### src/rtl/spi_master16.sv
// 16-bit SPI master for the inertial sensor path; SCLK idles high, both sides sample on SCLK rise.
// Define SPI_MSTR_LOOPBACK_EN to sample MOSI instead of MISO for board bring-up without the sensor.
module spi_master16 #(
  parameter int DIV_BITS = 5
) (
  input  logic        clk,
  input  logic        rst,
  input  logic        wrt,
  input  logic [15:0] cmd,
  input  logic        MISO,
  output logic        done,
  output logic [15:0] rd_data,
  output logic        SS_n,
  output logic        SCLK,
  output logic        MOSI
);

  typedef enum logic {
    IDLE,
    SHIFT
  } state_t;

  localparam logic [DIV_BITS-1:0] DIV_HALF = {1'b1, {(DIV_BITS-1){1'b0}}};
  localparam logic [DIV_BITS-1:0] DIV_RISE = {1'b0, {(DIV_BITS-1){1'b1}}};
  localparam logic [DIV_BITS-1:0] DIV_FALL = {DIV_BITS{1'b1}};

  state_t              state_q, state_d;
  logic [DIV_BITS-1:0] div_q, div_d;
  logic [15:0]         shreg_q, shreg_d;
  logic                smpl_q, smpl_d;
  logic [4:0]          bitcnt_q, bitcnt_d;
  logic                done_q, done_d;
  logic                ssn_q, ssn_d;
  logic                smplSrc;

`ifdef SPI_MSTR_LOOPBACK_EN
  assign smplSrc = shreg_q[15];
`else
  assign smplSrc = MISO;
`endif

  // The divider starts at half scale so the first fall lands half a period after SS_n drops (front porch).
  always_comb begin
    state_d  = state_q;
    div_d    = div_q;
    shreg_d  = shreg_q;
    smpl_d   = smpl_q;
    bitcnt_d = bitcnt_q;
    done_d   = done_q;
    ssn_d    = ssn_q;
    case (state_q)
      IDLE: begin
        ssn_d = 1'b1;
        if (wrt) begin
          shreg_d  = cmd;
          div_d    = DIV_HALF;
          bitcnt_d = 5'd0;
          done_d   = 1'b0;
          ssn_d    = 1'b0;
          state_d  = SHIFT;
        end
      end
      SHIFT: begin
        div_d = div_q + 1'b1;
        if (div_q == DIV_RISE) begin
          smpl_d   = smplSrc;
          bitcnt_d = bitcnt_q + 5'd1;
        end
        // bitcnt==0 at the first fall marks the porch, so no shift happens there.
        if ((div_q == DIV_FALL) && (bitcnt_q != 5'd0)) begin
          shreg_d = {shreg_q[14:0], smpl_q};
          if (bitcnt_q == 5'd16) begin
            state_d = IDLE;
            ssn_d   = 1'b1;
            done_d  = 1'b1;
          end
        end
      end
      default: state_d = IDLE;
    endcase
  end

  always_ff @(posedge clk) begin
    if (rst) begin
      state_q  <= IDLE;
      div_q    <= '0;
      shreg_q  <= '0;
      smpl_q   <= 1'b0;
      bitcnt_q <= 5'd0;
      done_q   <= 1'b0;
      ssn_q    <= 1'b1;
    end else begin
      state_q  <= state_d;
      div_q    <= div_d;
      shreg_q  <= shreg_d;
      smpl_q   <= smpl_d;
      bitcnt_q <= bitcnt_d;
      done_q   <= done_d;
      ssn_q    <= ssn_d;
    end
  end

  assign SCLK    = (state_q == IDLE) ? 1'b1 : div_q[DIV_BITS-1];
  assign MOSI    = shreg_q[15];
  assign rd_data = shreg_q;
  assign done    = done_q;
  assign SS_n    = ssn_q;

endmodule

### config.mk
export PLATFORM = sky130hd
export DESIGN_NAME = spi_master16
export DESIGN_NICKNAME = d
export VERILOG_FILES = /design/src/rtl/spi_master16.sv
export SDC_FILE = /design/constraint.sdc
export NUM_CORES = 1
export LEC_CHECK = 0
export CORE_MARGIN = 4
export CORE_UTILIZATION = 40
export CTS_CLUSTER_SIZE = 16
export DETAILED_ROUTE_END_ITERATION = 16
export PLACE_DENSITY = 0.74
export SLEW_MARGIN = 40
export SYNTH_ARGS = -nofsm -noshare
export SYNTH_HDL_FRONTEND = slang
export SYNTH_SLANG_ARGS = --single-unit
### constraint.sdc
create_clock -name clk -period 2.3 [get_ports clk]
set_input_delay 0.23 -clock clk [delete_from_list [all_inputs] [get_ports clk]]
set_output_delay 0.23 -clock clk [all_outputs]
set_load 0.01 [all_outputs]
==> impl_metrics.py <==
metrics = {
    "global_route": {
        "grt_pass1_wl_um": 6090,
        "gr-total-overflow": 0,
        "grt_use_total": 0.151,
        "grt_pass1_vias": 1400,
        "antenna_found_initial": 0,
        "grt_max_degree": 22,
    },
    "drt": {
        "drt-pass1-iter-count": 4,
        "via_per_inst": 5.70,
        "drc_errors": 0,
        "drtIter0Drc": 70,
        "ant_nets": 0,
        "wl_per_cell_um": 15.1,
        "via_count": 1379,
        "finalWirelength_um": 3660,
    },
    "layout": {
        "syn2layout_area_growth_pct": 31.4,
        "nets": 219,
        "postLayoutCellArea_um2": 1990,
        "diodes": 0,
        "final_cell_mix": "39 x clkdlybuf4s50_1, 30 x dfxtp_1, 18 x a211oi_1, 17 x mux2i_1, 16 x a2111oi_0",
        "mostFrequentLayoutCell": "clkdlybuf4s50_1",
        "drive_above_1_share": 0.0670,
    },
    "sta": {
        "final_hold_viol_count": 0,
        "rsz0062_at_grt": "false",
        "min_period_ps": 2110,
        "worstMarginPinSlew_ps": 587,
        "relSlewSlack": 0.609,
        "tns_ps": 0,
        "setup_violations": 0,
        "fin_crit_sh": 0.919,
        "finalMaxSlewViolations": 0,
        "skew_ps": 3.06,
        "clock.fmax_mhz": 473,
        "timing.hold.ws_ps": 472,
    },
    "clocking": {
        "insertion_delay_ps": 280,
        "cts_resized": 0,
        "post_cts_buffers": 0,
        "cts.sinks": 30,
        "clk_pin_slew_ps": 60,
        "cts_made_buffers": 5,
        "cts_tree": "built",
        "cts-root-buf": "clkbuf_8",
        "hold_buffers": 0,
        "clockBufferDepth": 2,
        "ctsHtreeMaxLevel": 2,
    },
    "synth": {
        "synth_top_family_by_area": "compound AO/OA/AOI/OAI gates",
        "ys_seq_elements": 30,
        "seq_area_frac_synth": 0.396,
        "synth_compound_area_frac": 0.251,
        "yosys_warnings": 0,
        "syn-cell-area_um2": 1520,
        "synthXorXnorAreaFrac": 0,
        "syn_nets": 186,
        "ys_types": 29,
        "synthSimpleGateAreaFrac": 0.131,
        "synthCells": 161,
        "syn_area_per_cell_um2": 9.42,
        "synth.area.mux_share": 0.112,
        "synthAdderAreaFrac": 0.0413,
    },
    "critical_path": {
        "cp_max_fo": 19,
        "critPathLaunchType": "flop",
        "startpoint": "div_q[0]",
        "reg2reg_from": "div_q[0]",
        "cp.arrival_ps": 2300,
        "cp.required_ps": 2490,
        "crit_type": "flop to flop",
        "endpoint_kind": "flop",
    },
    "floorplan": {
        "die-area_um2": 4840,
        "ios": 40,
        "initial_utilization": 0.414,
        "die_w_um": 69.6,
        "rows": 22,
        "core_area_um2": 3660,
        "die_y_um": 69.6,
    },
    "run_status": {
        "status": "finished clean",
    },
    "pwr": {
        "p_leak_nw": 0.699,
        "vdd_drop_max_uv": 307,
        "powerDensity_nw_per_um2": 592,
    },
    "placed_design": {
        "gp_congestion": 0.763,
        "placed_area_um2": 1920,
        "numPortBuffers": 39,
        "hpwl_um": 2590,
    },
    "worst_hold_path": {
        "hold_start": "smpl_q",
        "hp-class": "flop to flop",
    },
    "run": {
        "cap_violations": 0,
    },
}
-- sequential cells by signal (all words and copies together) (netlist names) --
name      flops
state_q       1
bitcnt_q      5
smpl_q        1
div_q         5
rd_data      16
SS_n          1
done          1
-- cell usage after synthesis, drive strengths merged --
cell type / n / share of area
buf: 8 / 0.034
nand2: 7 / 0.017
nand3: 6 / 0.020
a31oi: 3 / 0.012
a21oi: 8 / 0.026
a211oi: 18 / 0.089
nor2: 3 / 0.0074
nor3: 4 / 0.013
o221ai: 1 / 0.0058
a211o: 1 / 0.012
inv: 4 / 0.0099
nand4: 1 / 0.0041
a2111oi: 16 / 0.092
and3: 2 / 0.0082
nor3b: 2 / 0.0099
dfxtp: 30 / 0.40
nand3b: 1 / 0.0050
or3b: 3 / 0.017
and2: 1 / 0.0041
nor2b: 5 / 0.021
or3: 1 / 0.0041
clkbuf: 10 / 0.025
ha: 5 / 0.041
o21ai: 4 / 0.013
mux2i: 17 / 0.11
-- path summary, 6_finish.rpt --
kind,to,slack (ps),depth (start not counted)
worst max-delay path,rd_data[9],190,6
worst min-delay path,smpl_q,470,2
worst max register to register,rd_data[9],190,6
worst min register to register,smpl_q,470,2
-- layout make-up --
class	count	area, um^2
Fill cell	327	1670
Sequential cell	30	601
Tap cell	48	60.1
Timing Repair Buffer	44	428
Clock buffer	7	76.3
Inverter	4	15.0
Multi-Input combinational cell	109	812
-- cell families (layout without fill, tap and decap cells) --
family,count (synthesis),count (layout)
buf+inv,22,55
compound gates,51,51
fa+ha+maj,5,5
mux,17,17
flops,30,30
simple gates,36,36
-- per-layer routing --
layer / vias up / share of wire / global-route usage
met2: 41 / 0.47 / 0.243
met3: 9 / 0.065 / 0.0609
li1: 686 / - / -
met1: 643 / 0.44 / 0.179
met4: 0 / 0.021 / 0.0607
met5: - / 0 / 0
-- where the power goes --
part,internal [mW],switching (mW)
clock network,0.208,0.183
registers,0.549,0.0252
logic,0.121,0.0927
total,0.878,0.301
-- through the flow --
step                      setup WS [ps]  std cells  utilization  total power [mW]
after floorplan                     338        161            -             0.689
after global placement              311        235        0.523             0.794
after detailed placement            225        235        0.523             0.798
after CTS                           188        242        0.544              1.19
after global routing               22.6        242        0.544              1.23
final                               186        242        0.544              1.18
-- critical path, cell delays in order (launching register included) --
cell and delay, ps:
dfxtp_1 330, ha_1 230, and3_1 200, ha_1 190, and3_1 370, a211o_4 440
a211oi_1 250
Power figures use the tool's default switching activity.
